$ cat src/rtl/latch_write_arbiter.sv
// Round-robin write sequencer for a shared bank of gated D latches.
// Each write runs setup -> enable (EN_CYCLES) -> hold, so Latch_D is stable
// for a full cycle on both sides of the level-sensitive Latch_Clk pulse.
module latch_write_arbiter #(
    parameter int N_REQ     = 4,
    parameter int WIDTH     = 8,
    parameter int EN_CYCLES = 1
) (
    input  logic                   Clk,
    input  logic                   Reset,
    input  logic [N_REQ-1:0]       Req,
    input  logic [N_REQ*WIDTH-1:0] Data,
    output logic [N_REQ-1:0]       Grant,
    output logic                   Done,
    output logic                   Busy,
    output logic                   Latch_Clk,
    output logic [WIDTH-1:0]       Latch_D
);

    localparam int PW = (N_REQ > 1) ? $clog2(N_REQ) : 1;
    localparam int CW = $clog2(EN_CYCLES + 1);

    typedef enum logic [1:0] {IDLE, SETUP, ENABLE, HOLD} state_t;

    state_t            state, next_state;
    logic [PW-1:0]     ptr;
    logic [PW-1:0]     gidx;
    logic [PW-1:0]     sel;
    logic              found;
    logic [CW-1:0]     cnt;
    logic              en_last;
    logic [WIDTH-1:0]  slice [N_REQ];

    // Unpack the flat data bus into one slice per requester.
    for (genvar g = 0; g < N_REQ; g++) begin : g_slice
        assign slice[g] = Data[g*WIDTH +: WIDTH];
    end

    assign en_last = (cnt == CW'(EN_CYCLES - 1));

    // Pick the first requester at or after the pointer, wrapping around.
    always_comb begin
        int idx;
        found = 1'b0;
        sel   = '0;
        idx   = 0;
        for (int i = 0; i < N_REQ; i++) begin
            idx = int'(ptr) + i;
            if (idx >= N_REQ) idx = idx - N_REQ;
            if (!found && Req[idx]) begin
                found = 1'b1;
                sel   = PW'(idx);
            end
        end
    end

    // Next-state logic for the setup/enable/hold sequence.
    always_comb begin
        next_state = state;
        case (state)
            IDLE:    if (found) next_state = SETUP;
            SETUP:   next_state = ENABLE;
            ENABLE:  if (en_last) next_state = HOLD;
            HOLD:    next_state = IDLE;
            default: next_state = IDLE;
        endcase
    end

    // State register plus registered outputs, updated on each transition.
    always_ff @(posedge Clk) begin
        if (Reset) begin
            state     <= IDLE;
            ptr       <= '0;
            gidx      <= '0;
            cnt       <= '0;
            Grant     <= '0;
            Done      <= 1'b0;
            Busy      <= 1'b0;
            Latch_Clk <= 1'b0;
            Latch_D   <= '0;
        end else begin
            state <= next_state;
            case (state)
                IDLE: begin
                    // Latch_D is only loaded here, so it is frozen while granted.
                    if (found) begin
                        gidx    <= sel;
                        Grant   <= N_REQ'(1) << sel;
                        Latch_D <= slice[sel];
                        Busy    <= 1'b1;
                    end
                end
                SETUP: begin
                    Latch_Clk <= 1'b1;
                    cnt       <= '0;
                end
                ENABLE: begin
                    if (en_last) begin
                        Latch_Clk <= 1'b0;
                        Done      <= 1'b1;
                        ptr       <= (gidx == PW'(N_REQ - 1)) ? '0 : gidx + PW'(1);
                    end else begin
                        cnt <= cnt + CW'(1);
                    end
                end
                HOLD: begin
                    Grant <= '0;
                    Busy  <= 1'b0;
                    Done  <= 1'b0;
                end
                default: ;
            endcase
        end
    end

endmodule

$ cat config.mk
export PLATFORM = sky130hd
export DESIGN_NAME = latch_write_arbiter
export DESIGN_NICKNAME = d
export VERILOG_FILES = /design/src/rtl/latch_write_arbiter.sv
export SDC_FILE = /design/constraint.sdc
export NUM_CORES = 1
export LEC_CHECK = 0
export CORE_UTILIZATION = 40
export DETAILED_ROUTE_END_ITERATION = 10
export HOLD_SLACK_MARGIN = 0.1
export PLACE_DENSITY = 0.88
export SLEW_MARGIN = 30
export SYNTH_ARGS = -nofsm -noshare
export SYNTH_HDL_FRONTEND = slang
export SYNTH_SLANG_ARGS = --single-unit
$ cat constraint.sdc
create_clock -name Clk -period 1.8 [get_ports Clk]
set_input_delay 0.36 -clock Clk [delete_from_list [all_inputs] [get_ports Clk]]
set_output_delay 0.36 -clock Clk [all_outputs]
set_load 0.005 [all_outputs]
Word-level counts from Yosys, hierarchy flattened
Cells that the tools add are included.

word-level totals
  bits in registers = 22
  input bits = 38
  output and inout port bits = 15

cells by class
  add/sub/neg operators = 9
  magnitude comparators = 9
  equality and inequality tests = 6
  shift-type cells = 1
  multiplexer cells = 41
  bitwise gates (word level) = 2
  reductions and logical operators = 16

operators by type and width
  cell                 number
  $lt 32x4->1 const B  4
  $mux 32              4
  $bmux 8 s2           1
  $mux 1               16
  $mux 8               2
  $mux 2               7
  $ge 3x3->1 const B   4
  $reduce_and 2->1     6
  $sub 3x3->4 const B  3
  $bmux 1 s2           4
  $pmux 1 s2           4
  $pmux 2 s4           1
  $pmux 4 s2           1
  $add 2x2->3 const B  2
  $eq 2x2->1 const B   3
  $reduce_bool 2->1    3
  $mux 4               1
  $ne 2x2->1 const B   2
  $shl 1x2->4 const A  1
  $sub 2x3->4 const B  1
  $add 2x1->3 const B  1
  $ge 2x3->1 const B   1
  $logic_and 1x1->1    3
  $logic_not 1->1      3
  6 further kinds      6

Longest topological paths before layout
  word-level depth = 19
  depth in mapped cells = 7
  gate-level depth less buffers = 6

Least setup slack after synthesis
No wires, ideal clock.

  kind = input-to-reg
  from = input port Req[0]
  to = register Latch_D[6]
  setup time = 79 ps
  arrival = 1527 ps
  data required time = 1721 ps
  setup slack = 194 ps
  cell stages on the path = 6
  cells stage by stage = a21oi_2 > nor3b_1 > or3_4 > or3_1 > buf_6 > o221ai_2

on the way
  cells in the longest elaborated chain, start to end = 17

ends and longest elaborated chain
  item                                        line  source
  start, declared                             11    input logic [N_REQ-1:0] Req,
  $bmux 1 s2                                  50    if (!found && Req[idx]) begin
  $mux 1 (not written as such) (2 in series)  50
  $mux 1                                      50
  $logic_not 1->1                             50
  $logic_and 1x1->1                           50
  $mux 1                                      50
  $logic_not 1->1                             50
  $logic_and 1x1->1                           50
  $mux 1                                      50
  $logic_not 1->1                             50
  $logic_and 1x1->1                           50
  $mux 2                                      50
  $not 2->3 (not written as such)             89    Latch_D <= slice[sel];
  $bmux 8 s2                                  89
  $mux 8 (not written as such) (2 in series)  89
  end signal, assigned                        89
  end, declared                               17    output logic [WIDTH-1:0] Latch_D

Parallel ways exist; a longest one is shown, timed or not. The select of a mux whose other input is x is not followed.
A chain may end at the register's enable or synchronous reset.

Worst setup path in the final report
  from = input port Req[2]
  to = register Latch_D[7]

Same word-level chain as after synthesis.

==> metrics <==
status=finished, final reports clean; CP cell instances=clkdlybuf4s50_1 > inv_1 > o22ai_2 > a211o_2 > buf_12 > mux2i_2 > o221ai_1; YS warnings=0; min-delay src=Done; later-pin clock latency in the skew report=0.30 ns; worst slew pin tran=0.4520 ns; Chip Height=55.33 µm; Die Wd=55.33 µm; Final Util=72.17%; most frequent cells in the layout=49 x clkdlybuf4s50_1, 21 x dfxtp_1, 18 x nor2_1, 17 x mux2i_1, 17 x buf_4; Max H-tree Level=1; average cell area after synthesis=9.478 µm²; leak pwr=0.8032 nW; Place WS=-0.4422 ns; Pwr Total=1.836 mW; port bufs=52; CP max stage delay=0.53 ns; Worst Hold Margin=0.4872 ns; DRC=0; dpl cells=213; total CTS buffers=3; DRT iter0 DRCs=24; clock skew after layout=0.003656 ns; synthesized instance count=120; diode count=0; worst-path maximum fanout=13; most common cell after layout, fill and taps aside=clkdlybuf4s50_1; layout cells sized above 1=18.72%; Peak VDD IR=817.7 µV; Setup TNS=0 ns; Largest delay share family, worst path=buffers and inverters; vias per cell=5.419; Area Overhead vs Synth=64.36%; CP required=1.98 ns; CP Launch Point=Req[2]; Final Instance Count excl. Fillers=217; Max Freq=0.5825 GHz; grt ovf=0; WP buf/inv=3; Final period util=95.38%; post-synthesis sequential area ratio=36.96%; RSZ-0062 raised after global routing=no; Yosys reg bits=21; CTS tree=built; Post-Synthesis Net Count=163; register area=420.4 µm²; routed length per instance=14.37 µm; Post-DP Area=0.001805 mm²; Worst-path clk slew=0.11 ns; post-layout min period=1.717 ns; Slew Limit Fails=0; # fillers=192; initial core utilization=43.91%; nets=231; crit start category=primary input; final instance area=0.001869 mm²; setup ws final=0.08322 ns; final wirelength=3118 µm; drt pass-1 iters=4; multi-input logic area=693.2 µm²; std cell rows=18; number of antenna-violating nets in the routed design=0; # hold bufs at CTS=0; Worst setup EP type=flop; DP Wirelength=2565 µm; Top-Level Pins=53; Final setup viols=0; clock sinks=21; vias in the first global route=1164; worst min-delay path category=reg2reg; Mapped Area=0.001137 mm²; clock root buffer=clkbuf_4; core footprint=0.002590 mm²; Worst EP arrival=1.90 ns; Longest Clk Path Bufs=2; Vias=1176; Crit Path Category=in2reg; largest net degree at the start of global routing=14; worst r2r src=ptr[0]; GP Congestion=0.7992; final hold vios=0; first-pass GRT wire length=5147 µm; initial antenna violation count=0; die area=0.003061 mm²; max_cap viols=0; CP max stage cell=clkdlybuf4s50_1; total track usage=20.50%; Power Density=982.2 mW/mm²; slew margin rel.=69.55%; synth unique cells=27
[power by group]
part           leakage, nW  internal, mW  total (mW)  switching (mW)
logic                0.613         0.547       0.945           0.398
clock network       0.0177        0.0827       0.219           0.136
registers            0.173         0.590       0.672          0.0819
total                0.803          1.22        1.84           0.616
[layer usage]
metal / GRT usage (%) / wire length [µm] / share of wire, %
met5: 0 / 0 / 0
met1: 22.16 / 1210 / 39
met4: 2.143 / 0 / 0
met3: 7.963 / 307 / 9.8
met2: 38.55 / 1601 / 51
[cells by family (layout without fill, tap and decap cells)]
kind of cell    Yosys count  in the layout  synth area share (%)
compound gates           24             24                 16.72
simple gates             37             37                 17.27
buf+inv                  13             80                 5.940
mux                      20             20                 17.60
fa+ha+maj                 5              5                 5.501
flops                    21             21                 36.96
[state kept, by name, indices dropped and copies added, names as in the netlist]
signal     count
ptr            2
Done           1
state          2
gidx           2
Latch_D        8
Busy           1
Grant          4
Latch_Clk      1
[worst min-delay path: stages (launching register included)]
cell	delay, ns
dfxtp_1	0.33
nor2_1	0.08
nor3_1	0.05
[cells in the mapped netlist]
cell / n / share of area, %
or3_1: 2 / 1.1
a21oi_2: 1 / 0.77
nand2_1: 1 / 0.33
nand2b_1: 2 / 1.1
nor3b_1: 1 / 0.66
o221ai_2: 1 / 1.3
dfxtp_1: 21 / 37
clkbuf_1: 2 / 0.66
nor3_1: 3 / 1.3
or3_4: 1 / 0.99
a21oi_1: 5 / 2.2
nand3b_1: 8 / 5.3
a211o_2: 1 / 0.88
clkbuf_2: 1 / 0.44
mux2i_1: 20 / 18
inv_1: 6 / 2.0
o41ai_1: 1 / 0.77
buf_2: 2 / 0.88
ha_1: 5 / 5.5
a211oi_1: 2 / 1.3
o221ai_1: 7 / 5.4
o22ai_1: 1 / 0.55
a32oi_1: 4 / 3.1
o21ai_0: 1 / 0.44
nor2_1: 18 / 5.9
nand4_1: 1 / 0.55
buf_6: 2 / 2.0
[what timing repair did]
item                                    CTS  global route
resized for setup                         6             5
endpoints found under the setup margin    8             6
buffers inserted                          0             0
pin swaps                                 0             1
[final cells by class]
type | instances | share of cell area, %
Tap cell | 30 | 2.008
Timing Repair Buffer | 70 | 35.74
Inverter | 6 | 1.205
Clock buffer | 3 | 1.205
Clock inverter | 1 | 0.2677
Sequential cell | 21 | 22.49
Multi-Input combinational cell | 86 | 37.08
[worst paths after layout]
check                     to  slack, ns  cells after the start
setup / recovery  Latch_D[7]       0.08                      7
hold / removal          Done       0.49                      2
setup reg to reg  Latch_D[1]       0.12                      5
hold reg to reg         Done       0.49                      2
Power figures use the tool's default switching activity.
